==> config.mk <==
export PLATFORM = sky130hd
export DESIGN_NAME = ddr3_wr_oserdes_sched_flat
export DESIGN_NICKNAME = d
export VERILOG_FILES = /design/src/rtl/ddr3_wr_oserdes_sched_pkg.sv /design/src/rtl/ddr3_wr_oserdes_sched_if.sv /design/src/rtl/ddr3_wr_delay_line.sv /design/src/rtl/ddr3_wr_oserdes_sched.sv /design/src/flat_wrapper.sv
export SDC_FILE = /design/constraint.sdc
export NUM_CORES = 2
export LEC_CHECK = 0
export BUFFER_PORTS_ARGS = -buffer_cell sky130_fd_sc_hd__buf_2
export CAP_MARGIN = 15
export CORE_ASPECT_RATIO = 1.25
export CORE_MARGIN = 4
export CORE_UTILIZATION = 62
export CTS_BUF_LIST = sky130_fd_sc_hd__clkbuf_8
export CTS_CLUSTER_SIZE = 40
export DETAILED_ROUTE_END_ITERATION = 16
export HOLD_SLACK_MARGIN = 0.15
export PLACE_DENSITY = 0.85
export SYNTH_ARGS = -nofsm -noshare
export SYNTH_HDL_FRONTEND = slang
export SYNTH_SLANG_ARGS = --single-unit
==> constraint.sdc <==
create_clock -name CLK -period 6.8 [get_ports CLK]
set_input_delay 1.36 -clock CLK [delete_from_list [all_inputs] [get_ports CLK]]
set_output_delay 1.36 -clock CLK [all_outputs]
set_load 0.1 [all_outputs]
==> src/rtl/ddr3_wr_oserdes_sched_pkg.sv <==
// Shared types and constants for the DDR3 write-path OSERDES scheduler.
// Holds the lane-sequencing FSM states, the DQS D1..D8 patterns and the helper
// that sizes the write-latency field from the deepest supported latency.
package ddr3_wr_sched_pkg;

    // Lane sequencing phases: DQS preamble, data beat, DQS postamble.
    typedef enum logic [1:0] {
        ST_IDLE = 2'd0,
        ST_PRE  = 2'd1,
        ST_DATA = 2'd2,
        ST_POST = 2'd3
    } wr_state_e;

    // D1 is bit 0, so DQS starts high on the first serialized bit of a burst.
    localparam logic [7:0] DQS_TOGGLE = 8'b0101_0101;
    localparam logic [7:0] DQS_IDLE   = 8'h00;

    // Width of a field that can hold any latency from 0 to max_wl inclusive.
    function automatic int wl_width(input int max_wl);
        return $clog2(max_wl + 1);
    endfunction

endpackage

==> src/rtl/ddr3_wr_oserdes_sched_if.sv <==
// Bundle between the controller write stage, the scheduler and the OSERDES
// lanes. The DM path (i_wr_mask / o_dm_d) exists only when DATA_MASK_EN is
// defined. master = controller side, slave = scheduler side.
interface ddr3_wr_oserdes_sched_if
    import ddr3_wr_sched_pkg::*;
#(
    parameter int LANES  = 8,
    parameter int MAX_WL = 8
);

    logic                          i_wr_valid;
    logic                          o_wr_ready;
    logic [LANES*64-1:0]           i_wr_data;
    logic                          i_hold;
    logic [wl_width(MAX_WL)-1:0]   i_wr_lat;
    logic [LANES*64-1:0]           o_dq_d;
    logic [LANES*8-1:0]            o_dq_t;
    logic [LANES*8-1:0]            o_dqs_d;
    logic [LANES-1:0]              o_dqs_t;
    logic                          o_idle;
`ifdef DATA_MASK_EN
    logic [LANES*8-1:0]            i_wr_mask;
    logic [LANES*8-1:0]            o_dm_d;
`endif

`ifdef DATA_MASK_EN
    modport master (
        output i_wr_valid, i_wr_data, i_wr_mask, i_hold, i_wr_lat,
        input  o_wr_ready, o_dq_d, o_dq_t, o_dqs_d, o_dqs_t, o_dm_d, o_idle
    );

    modport slave (
        input  i_wr_valid, i_wr_data, i_wr_mask, i_hold, i_wr_lat,
        output o_wr_ready, o_dq_d, o_dq_t, o_dqs_d, o_dqs_t, o_dm_d, o_idle
    );
`else
    modport master (
        output i_wr_valid, i_wr_data, i_hold, i_wr_lat,
        input  o_wr_ready, o_dq_d, o_dq_t, o_dqs_d, o_dqs_t, o_idle
    );

    modport slave (
        input  i_wr_valid, i_wr_data, i_hold, i_wr_lat,
        output o_wr_ready, o_dq_d, o_dq_t, o_dqs_d, o_dqs_t, o_idle
    );
`endif

endinterface

==> src/rtl/ddr3_wr_delay_line.sv <==
// Write-latency delay line: a DEPTH-stage shift register of {valid, data}
// advanced every cycle. Stage k holds the entry loaded k+1 edges ago.
// tap_sel picks the output stage; pre_valid reports the stage one earlier so
// the scheduler can open the DQS preamble a cycle ahead. busy covers only the
// stages up to the tap, since anything beyond it has already been consumed.
// RST is a synchronous flush of every valid bit.
module ddr3_wr_delay_line #(
    parameter int WIDTH = 8,
    parameter int DEPTH = 8,
    localparam int SEL_W = $clog2(DEPTH)
)(
    input  logic             CLK,
    input  logic             RST,
    input  logic             in_valid,
    input  logic [WIDTH-1:0] in_data,
    input  logic [SEL_W-1:0] tap_sel,
    output logic             tap_valid,
    output logic [WIDTH-1:0] tap_data,
    output logic             pre_valid,
    output logic             busy
);

    logic [DEPTH-1:0] valid_q;
    logic [WIDTH-1:0] data_q [DEPTH];

    // Valid bits shift every cycle and are cleared by a flush.
    always_ff @(posedge CLK) begin
        if (RST) begin
            valid_q <= '0;
        end else begin
            valid_q <= {valid_q[DEPTH-2:0], in_valid};
        end
    end

    // Payload shifts alongside; it is only consumed where its valid bit is set.
    always_ff @(posedge CLK) begin
        data_q[0] <= in_data;
        for (int i = 1; i < DEPTH; i++) begin
            data_q[i] <= data_q[i-1];
        end
    end

    assign tap_valid = valid_q[tap_sel];
    assign tap_data  = data_q[tap_sel];
    assign pre_valid = (tap_sel == '0) ? 1'b0 : valid_q[tap_sel - 1'b1];

    // Anything not yet delivered through the tap keeps the line busy.
    always_comb begin
        busy = 1'b0;
        for (int i = 0; i < DEPTH; i++) begin
            if (SEL_W'(i) <= tap_sel) begin
                busy = busy | valid_q[i];
            end
        end
    end

endmodule

==> src/rtl/ddr3_wr_oserdes_sched.sv <==
// DDR3 write-path scheduler for the 8:1 OSERDES lanes, on the CLKDIV clock.
// Accepts one BL8 burst per cycle, delays it by the write latency WL and
// drives D1..D8/T1 of every DQ and DQS lane, with DQS preamble/postamble
// merged across back-to-back and one-gap bursts.
// Optional feature: define DATA_MASK_EN to carry per-lane DM bits with the
// data and drive them on o_dm_d during the data beat.
//
// Because every lane output is registered, the FSM looks one stage ahead of
// the cycle it is producing: tap_valid (stage WL-1) means the next cycle is a
// data beat, pre_valid (stage WL-2) means the cycle after that is.
module ddr3_wr_oserdes_sched
    import ddr3_wr_sched_pkg::*;
#(
    parameter int LANES  = 8,
    parameter int MAX_WL = 8
)(
    input  logic                   CLK,
    input  logic                   RST,
    ddr3_wr_oserdes_sched_if.slave bus
);

    localparam int DQ_W  = LANES * 64;
    localparam int LN_W  = LANES * 8;
    localparam int WL_W  = wl_width(MAX_WL);
    localparam int SEL_W = $clog2(MAX_WL);
`ifdef DATA_MASK_EN
    localparam int ENTRY_W = DQ_W + LN_W;
`else
    localparam int ENTRY_W = DQ_W;
`endif

    logic               accept;
    logic [WL_W-1:0]    wl_eff;
    logic [SEL_W-1:0]   tap_sel;
    logic [ENTRY_W-1:0] line_in;
    logic [ENTRY_W-1:0] tap_data;
    logic               tap_valid;
    logic               pre_valid;
    logic               line_busy;

    wr_state_e state;
    wr_state_e state_nxt;

    logic [DQ_W-1:0]    dq_d_q;
    logic [LN_W-1:0]    dq_t_q;
    logic [LN_W-1:0]    dqs_d_q;
    logic [LANES-1:0]   dqs_t_q;
    logic               idle_q;

    assign bus.o_wr_ready = !RST && !bus.i_hold;
    assign accept         = bus.i_wr_valid && bus.o_wr_ready;

    // Keep the tap inside the line even if an out-of-range latency is applied.
    always_comb begin
        wl_eff = bus.i_wr_lat;
        if (bus.i_wr_lat < WL_W'(2)) begin
            wl_eff = WL_W'(2);
        end else if (bus.i_wr_lat > WL_W'(MAX_WL)) begin
            wl_eff = WL_W'(MAX_WL);
        end
    end

    assign tap_sel = SEL_W'(wl_eff - WL_W'(1));

`ifdef DATA_MASK_EN
    assign line_in = {bus.i_wr_mask, bus.i_wr_data};
`else
    assign line_in = bus.i_wr_data;
`endif

    ddr3_wr_delay_line #(
        .WIDTH (ENTRY_W),
        .DEPTH (MAX_WL)
    ) u_delay_line (
        .CLK       (CLK),
        .RST       (RST),
        .in_valid  (accept),
        .in_data   (line_in),
        .tap_sel   (tap_sel),
        .tap_valid (tap_valid),
        .tap_data  (tap_data),
        .pre_valid (pre_valid),
        .busy      (line_busy)
    );

    // Lane phase register; a reset drops any burst in progress.
    always_ff @(posedge CLK) begin
        if (RST) begin
            state <= ST_IDLE;
        end else begin
            state <= state_nxt;
        end
    end

    // Phase sequencing. POST doubles as preamble when the next beat is one
    // cycle away, and hands straight to PRE when it is two cycles away.
    always_comb begin
        state_nxt = state;
        case (state)
            ST_IDLE: begin
                if (pre_valid) begin
                    state_nxt = ST_PRE;
                end
            end
            ST_PRE: begin
                state_nxt = ST_DATA;
            end
            ST_DATA: begin
                state_nxt = tap_valid ? ST_DATA : ST_POST;
            end
            ST_POST: begin
                if (tap_valid) begin
                    state_nxt = ST_DATA;
                end else if (pre_valid) begin
                    state_nxt = ST_PRE;
                end else begin
                    state_nxt = ST_IDLE;
                end
            end
            default: begin
                state_nxt = ST_IDLE;
            end
        endcase
    end

    // Lane drive registers, decoded from the phase being entered.
    always_ff @(posedge CLK) begin
        if (RST) begin
            dq_d_q  <= '0;
            dq_t_q  <= '1;
            dqs_d_q <= '0;
            dqs_t_q <= '1;
            idle_q  <= 1'b1;
        end else begin
            dq_t_q  <= {LN_W{state_nxt != ST_DATA}};
            dqs_t_q <= {LANES{state_nxt == ST_IDLE}};
            dqs_d_q <= (state_nxt == ST_DATA) ? {LANES{DQS_TOGGLE}} : {LANES{DQS_IDLE}};
            dq_d_q  <= (state_nxt == ST_DATA) ? tap_data[DQ_W-1:0] : '0;
            idle_q  <= (state == ST_IDLE) && !line_busy;
        end
    end

    assign bus.o_dq_d  = dq_d_q;
    assign bus.o_dq_t  = dq_t_q;
    assign bus.o_dqs_d = dqs_d_q;
    assign bus.o_dqs_t = dqs_t_q;
    assign bus.o_idle  = idle_q;

`ifdef DATA_MASK_EN
    logic [LN_W-1:0] dm_d_q;

    // DM follows its data beat and is held low in every other phase.
    always_ff @(posedge CLK) begin
        if (RST) begin
            dm_d_q <= '0;
        end else begin
            dm_d_q <= (state_nxt == ST_DATA) ? tap_data[ENTRY_W-1:DQ_W] : '0;
        end
    end

    assign bus.o_dm_d = dm_d_q;
`endif

endmodule

==> src/flat_wrapper.sv <==
// flat-port wrapper written by rule: the top's interface ports become plain ports
module ddr3_wr_oserdes_sched_flat import ddr3_wr_sched_pkg::*;
#(
    parameter int LANES  = 8,
    parameter int MAX_WL = 8
)
  (CLK, RST, bus_i_wr_valid, bus_i_wr_data, bus_i_hold, bus_i_wr_lat, bus_o_wr_ready, bus_o_dq_d, bus_o_dq_t, bus_o_dqs_d, bus_o_dqs_t, bus_o_idle);
  ddr3_wr_oserdes_sched_if #(.LANES(LANES), .MAX_WL(MAX_WL)) bus_i ();
  input  logic CLK;
  input  logic RST;
  input wire logic [$bits(bus_i.i_wr_valid)-1:0] bus_i_wr_valid;
  input wire logic [$bits(bus_i.i_wr_data)-1:0] bus_i_wr_data;
  input wire logic [$bits(bus_i.i_hold)-1:0] bus_i_hold;
  input wire logic [$bits(bus_i.i_wr_lat)-1:0] bus_i_wr_lat;
  output wire logic [$bits(bus_i.o_wr_ready)-1:0] bus_o_wr_ready;
  output wire logic [$bits(bus_i.o_dq_d)-1:0] bus_o_dq_d;
  output wire logic [$bits(bus_i.o_dq_t)-1:0] bus_o_dq_t;
  output wire logic [$bits(bus_i.o_dqs_d)-1:0] bus_o_dqs_d;
  output wire logic [$bits(bus_i.o_dqs_t)-1:0] bus_o_dqs_t;
  output wire logic [$bits(bus_i.o_idle)-1:0] bus_o_idle;
  assign bus_i.i_wr_valid = bus_i_wr_valid;
  assign bus_i.i_wr_data = bus_i_wr_data;
  assign bus_i.i_hold = bus_i_hold;
  assign bus_i.i_wr_lat = bus_i_wr_lat;
  assign bus_o_wr_ready = bus_i.o_wr_ready;
  assign bus_o_dq_d = bus_i.o_dq_d;
  assign bus_o_dq_t = bus_i.o_dq_t;
  assign bus_o_dqs_d = bus_i.o_dqs_d;
  assign bus_o_dqs_t = bus_i.o_dqs_t;
  assign bus_o_idle = bus_i.o_idle;
  ddr3_wr_oserdes_sched #(.LANES(LANES), .MAX_WL(MAX_WL)) u_core (.CLK(CLK), .RST(RST), .bus(bus_i));
endmodule
======== Yosys cells after proc, flatten, opt, wreduce, memory -nomap -nowiden ========
Memory sizes are Yosys's and may differ from the RTL's. A register that Yosys moved wholly into a read port is not among the register bits.
Cells that the tools add are included.
cells by class
  bitwise logic cells ..................... 8
  eq/ne operators ......................... 5
  reductions and logical operators ........ 10
  order comparisons ....................... 12
  add/sub/neg operators ................... 2
  muxes and demuxes ....................... 21
operator list
  kind                                                                             count
  63-bit 2-to-1 mux                                                                1
  1-bit 2-to-1 mux                                                                 13
  3-bit less-or-equal comparator, first input constant                             4
  3-bit by 4-bit less-than comparator with 1-bit output, second input constant     2
  2-bit case mux with 4 select lines                                               1
  1-bit OR                                                                         7
  1-bit binary-select mux with 3-bit select                                        2
  2-bit equality test, second input constant                                       3
  1-bit by 3-bit less-or-equal comparator with 1-bit output, first input constant  2
  2-bit by 3-bit less-or-equal comparator with 1-bit output, first input constant  2
  3-bit 2-to-1 mux                                                                 2
  3-bit by 1-bit subtractor with 3-bit output, second input constant               2
  4-bit greater-than comparator, second input constant                             1
  2-bit zero test                                                                  2
  4-bit by 2-bit less-than comparator with 1-bit output, second input constant     1
  2-bit 2-to-1 mux                                                                 2
  1-bit logical AND                                                                3
  1-bit zero test                                                                  3
  3-bit zero test                                                                  1
  2-bit by 1-bit equality test with 1-bit output, second input constant            1
  2-bit != test, second input constant                                             1
  2-bit OR reduction                                                               1
  1-bit NOT                                                                        1
storage, ports and cells
  bits in registers ....................... 77
  memories kept ........................... 1
  word-level logic and storage cells ...... 65
  RAM bits ................................ 4,096
  output and inout port bits .............. 650
  bits of input ports ..................... 520
memory list
  name                        words  bits a word  read ports  clocked after Yosys merged registers in  write ports  RTL line                  RTL
  u_core.u_delay_line.data_q  8      512          8           1                                        8            ddr3_wr_delay_line.sv:24  logic [WIDTH-1:0] data_q [DEPTH];

======== Longest topological paths before layout ========
  depth after elaboration ................. 22
  mapped depth ............................ 17
  gate-level depth less buffers ........... 10

======== Modules after synthesis ========
Synthesis repeated with hierarchy kept, for this count alone.
second synthesis, totals
  cell total of the unflattened synthesis .. 8,295
  area total of the unflattened synthesis .. 128,595.8 um2
by module, submodules not included
  module                 seq. area each (um2)  area each (um2)  times used  cells each
  ddr3_wr_delay_line     82,158.8              113,251.1        1           7,050
  ddr3_wr_oserdes_sched  10,369.9              15,344.7         1           1,245

======== Worst setup path after synthesis ========
OpenSTA, ideal clock, no wires.
  path type ............................... input to register
  start point ............................. input port bus_i_wr_lat[2]
  end point ............................... register u_core.dq_d_q[443] (netlist: u_core.bus.o_dq_d[443]), read port of u_core.u_delay_line.data_q
  setup time .............................. 70 ps
  buffers on the path ..................... 8
  data required time ...................... 6,730 ps
  stages .................................. 16
  slack ................................... 2,059 ps
  arrival time ............................ 4,671 ps
  path through ............................ buf_4 or2_1 nand2_2 buf_2 clkbuf_1 clkbuf_1 ha_1 buf_2 xor2_1 nand3_1 o2111a_1 or4_1 buf_4 buf_4 buf_4 a21oi_1
between the ends
  longest elaborated chain between the ends .. 14
  elaborated cells between the ends (all ways) .. 20
  classes of those cells .................. add/sub: 2; order compare: 2; eq/ne: 1; mux: 12; bitwise: 1; reduce/logical: 2
RTL lines
  what                                           RTL line                      RTL
  start, declared                                flat_wrapper.sv:14            input wire logic [$bits(bus_i.i_wr_lat)-1:0] bus_i_wr_lat;
  4-bit greater-than comparator                  ddr3_wr_oserdes_sched.sv:58   end else if (bus.i_wr_lat > WL_W'(MAX_WL)) begin
  3-bit 2-to-1 mux                               ddr3_wr_oserdes_sched.sv:58
  3-bit 2-to-1 mux *                             ddr3_wr_oserdes_sched.sv:56   if (bus.i_wr_lat < WL_W'(2)) begin
  3-bit by 1-bit subtractor with 3-bit output *  ddr3_wr_oserdes_sched.sv:63   assign tap_sel = SEL_W'(wl_eff - WL_W'(1));
  3-bit by 1-bit subtractor with 3-bit output    ddr3_wr_delay_line.sv:45      assign pre_valid = (tap_sel == '0) ? 1'b0 : valid_q[tap_sel - 1'b1];
  1-bit binary-select mux with 3-bit select      ddr3_wr_delay_line.sv:45
  1-bit 2-to-1 mux (not written as such)         ddr3_wr_delay_line.sv:45
  1-bit 2-to-1 mux                               ddr3_wr_delay_line.sv:45
  1-bit 2-to-1 mux                               ddr3_wr_oserdes_sched.sv:114  end else if (pre_valid) begin
  2-bit 2-to-1 mux                               ddr3_wr_oserdes_sched.sv:112  if (tap_valid) begin
  2-bit case mux with 4 select lines             ddr3_wr_oserdes_sched.sv:99   case (state)
  2-bit equality test                            ddr3_wr_oserdes_sched.sv:138  dq_d_q <= (state_nxt == ST_DATA) ? tap_data[DQ_W-1:0] : '0;
  1-bit NOT (no line)                            -
  2-bit OR reduction (no line)                   -
  end, declared                                  ddr3_wr_oserdes_sched.sv:44   logic [DQ_W-1:0] dq_d_q;
Every way passes the cells marked *; elsewhere a longest branch is shown, timed or not. The select of a mux whose other input is x is not followed.
A chain may end at the register's enable or synchronous reset.

======== Worst setup path after layout ========
  start point ............................. input port bus_i_wr_lat[2]
  end point ............................... register u_core.dq_d_q[246] (netlist: u_core.bus.o_dq_d[246]), read port of u_core.u_delay_line.data_q
Same word-level chain as after synthesis.

==> results.py <==
metrics = {
    "detailed_routing": {
        "drtIter0Drc": 8754,
        "detail-route-antenna-nets": 0,
        "routed_wl_um": 346000,
        "firstDrtPassIters": 8,
        "routedWlPerCell_um": 21.8,
        "num_vias": 91300,
        "drc_errors": 0,
        "vias_per_cell": 5.74,
    },
    "global_route": {
        "grt-ovfl-total": 0,
        "grt_pass1_vias": 94000,
        "track_usage_pct": 30.4,
        "grt_max_degree": 219,
        "grt_pass1_wl_um": 529000,
        "antenna_found_initial": 89,
    },
    "clocking": {
        "post_cts_buffers": 0,
        "tritoncts": "done",
        "clockBufferDepth": 4,
        "cts-resized-gates": 0,
        "htreeDepth": 6,
        "cts.sinks": 4622,
        "ctsHoldBuffers": 0,
        "cts_buffers": 627,
        "clk_latency_ns": 1.03,
        "cts-root-buf": "clkbuf_8",
        "clkSlewWorstSetupHoldPaths_ns": 0.07,
    },
    "pwr": {
        "finalPower_uw": 57500,
        "p_sw_share_pct": 28.4,
        "power_density_nw_per_um2": 386,
        "seq_power_share_pct": 51.2,
        "p_sw_uw": 16400,
        "internal-power_uw": 41200,
        "p_comb_share_pct": 12.4,
        "vdd_ir_drop_max_mv": 0.329,
        "p_leak_uw": 0.0663,
        "clkPwrFrac_pct": 36.4,
    },
    "critical_path": {
        "cp-end-kind": "flip-flop",
        "worst-path-buf-inv": 3,
        "crit_path_top_delay_cell": "xnor2_4",
        "crit_family": "simple AND/OR/NAND/NOR gates",
        "ff2ff_setup_slack_ns": 3.98,
        "worstReg2RegEnd": "u_core.bus.o_dq_d[445]",
        "critPathArrivalTime_ns": 5.64,
        "critPathMaxFanout": 99,
        "worstPathCellList": "buf_2 > or2_1 > nand2_8 > ha_1 > xnor2_4 > mux2i_1 > o2111a_1 > or4_4 > buf_12 > buf_12 > a21oi_1",
        "slowest_delay_ns": 0.86,
        "worstPathRequired_ns": 7.73,
        "cp_common_cell": "buf_12",
        "reg2reg_from": "u_core.state[1]",
        "crit_type": "input port to flip-flop",
        "critPathLaunchType": "input port",
        "rr_worst_depth": 8,
    },
    "worst_hold_path": {
        "hold_depth": 0,
        "hold_class": "flip-flop to flip-flop",
        "hp-start": "u_core.u_delay_line.data_q[4][159]",
        "worst_hold_path.endpoint": "u_core.u_delay_line.data_q[5][159]",
    },
    "synthesis": {
        "syn_area_per_cell_um2": 11.2,
        "synth_area_leaders": "dfxtp_1, nand2_1, mux4_2",
        "synth_ff_type": "dfxtp_1",
        "yosysMostFrequentCell": "dfxtp_1",
        "synth_commonest_cells": "dfxtp_1, nand2_1, nand3_1",
        "ys_warn_count": 0,
        "yosysUniqueCellTypes": 49,
        "netlist_area_um2": 130000,
        "seq_area_frac_synth_pct": 71.0,
        "ys_ff_latch": 4622,
        "async_reset_ff_share_pct": 0,
        "synth_top_area_cell": "dfxtp_1",
        "synth_top_area_share_pct": 71.0,
        "synth-edff-count": 0,
        "synth_cells": 11600,
    },
    "timing": {
        "hold_viol_final": 0,
        "slew_viol_final": 0,
        "fmax_mhz": 212,
        "tns_ns": 0,
        "relSlewSlack_pct": 22.4,
        "rsz0062_at_grt": "no",
        "postLayoutSetupSlackWorst_ns": 2.09,
        "fin_skew_ns": 0.0704,
        "setup_viol": 0,
        "min_period_ns": 4.71,
        "timing_worst_slew_pin_value_ns": 1.16,
        "timing.final.crit_share_pct": 69.3,
    },
    "outcome": {
        "outcome": "finished, final reports clean",
    },
    "final_layout": {
        "n_fill_cell": 12200,
        "synthToLayoutAreaGrowth_pct": 14.5,
        "final_util_pct": 71.6,
        "nets": 13100,
        "ff_latch_area_um2": 92500,
        "multi_input_area_um2": 33600,
        "drive_above_1_share_pct": 18.2,
    },
    "place": {
        "pre_cts_ws_ns": 1.20,
        "portBuffers": 1137,
        "hpwl_um": 201000,
        "gp_congestion": 0.857,
    },
    "floorplan": {
        "start_util_pct": 62.5,
        "die_y_um": 521,
        "fp-row-count": 187,
        "io_pins": 1170,
        "dieArea_um2": 218000,
        "core_area_um2": 208000,
        "chipWidth_um": 418,
    },
    "job": {
        "maxCapViolCount": 0,
    },
}
[per-stage QoR]
stage	cell area, um2	hold WS (ns)	cells
CTS	149000	0.276	15800
detailed placement	136000	0.332	14700
floorplan	130000	0.326	11600
global placement	136000	0.328	14700
finish	149000	0.302	15900
global route	149000	0.305	15900
[worst register-to-register path, stage by stage (launching register included)]
cell,delay (ns)
dfxtp_1,0.39
nand2_1,0.10
a211o_1,0.27
a32oi_1,0.14
and3_1,0.25
or4_4,0.46
buf_12,0.28
buf_4,0.61
a21oi_1,0.20
[cell usage in the layout (no fill, tap or decap), types with 32 or more instances in the layout]
cell / netlist / final
dfxtp_1: 4622 / 4622
nand2_1: 3334 / 3334
nand3_1: 1154 / 1154
buf_2: 99 / 1137
clkbuf_8: 0 / 798
a21oi_1: 512 / 512
and3_1: 385 / 385
a311o_1: 384 / 384
mux4_2: 257 / 257
inv_1: 6 / 218
diode_2: 0 / 70
buf_4: 146 / 54
clkinv_2: 0 / 40
buf_12: 0 / 34
conb_1: 1 / 32
[power groups by stage]
| stage | clock network (uW) | logic [uW] | registers, uW |
|---|---|---|---|
| final | 21000 | 7130 | 29500 |
| after global routing | 22300 | 7550 | 29500 |
| after CTS | 21100 | 7070 | 29400 |
| after detailed placement | 0 | 6900 | 29900 |
| after global placement | 0 | 6690 | 29900 |
| after floorplan | 0 | 4020 | 31300 |
[logic make-up after synthesis]
family	after synthesis	synth area share (%)
AO/OA/AOI/OAI	927	5.11
adder cells (fa/ha/maj)	6	0.0576
AND/OR/NAND/NOR	4904	16.0
flip-flops	4622	71.0
other	1	0.00288
XOR/XNOR	2	0.0192
multiplexers	260	4.47
buffers and inverters	883	3.29
[state kept, by name, indices dropped and copies added, names as in the netlist]
signal                       cells
u_core.bus.o_dqs_d               1
u_core.bus.o_idle                1
u_core.u_delay_line.valid_q      8
u_core.bus.o_dq_t                1
u_core.u_delay_line.data_q    4096
u_core.bus.o_dqs_t               1
u_core.state                     2
u_core.bus.o_dq_d              512
[layer usage]
| metal | vias to the layer above | GRT usage [%] | wire (um) |
|---|---|---|---|
| met1 | 44600 | 35.6 | 126000 |
| li1 | 40800 | - | - |
| met4 | 56 | 18.2 | 21200 |
| met2 | 4679 | 49.4 | 165000 |
| met5 | - | 0 | 357 |
| met3 | 1088 | 9.30 | 33200 |
[cell type report]
type | instances | area share, %
repair buffers | 1225 | 4.54
diodes | 70 | 0.117
multi-input cells | 6131 | 22.5
well taps | 2740 | 2.30
inverters | 7 | 0.0226
flip-flops and latches | 4622 | 62.0
clock inverters | 302 | 1.10
clock buffers | 798 | 7.36
[worst max path at each step]
stage               startpoint                      to  depth (start not counted)
2_1_floorplan  bus_i_wr_lat[2]  u_core.bus.o_dq_d[443]                         16
3_3_place_gp   bus_i_wr_lat[3]  u_core.bus.o_dq_d[446]                         11
3_5_place_dp   bus_i_wr_lat[2]  u_core.bus.o_dq_d[475]                         11
4_1_cts        bus_i_wr_lat[2]  u_core.bus.o_dq_d[445]                         11
5_1_grt        bus_i_wr_lat[2]   u_core.bus.o_dq_d[94]                         11
6_report       bus_i_wr_lat[2]  u_core.bus.o_dq_d[246]                         11
Note: power is estimated with default switching activity, not from simulation.
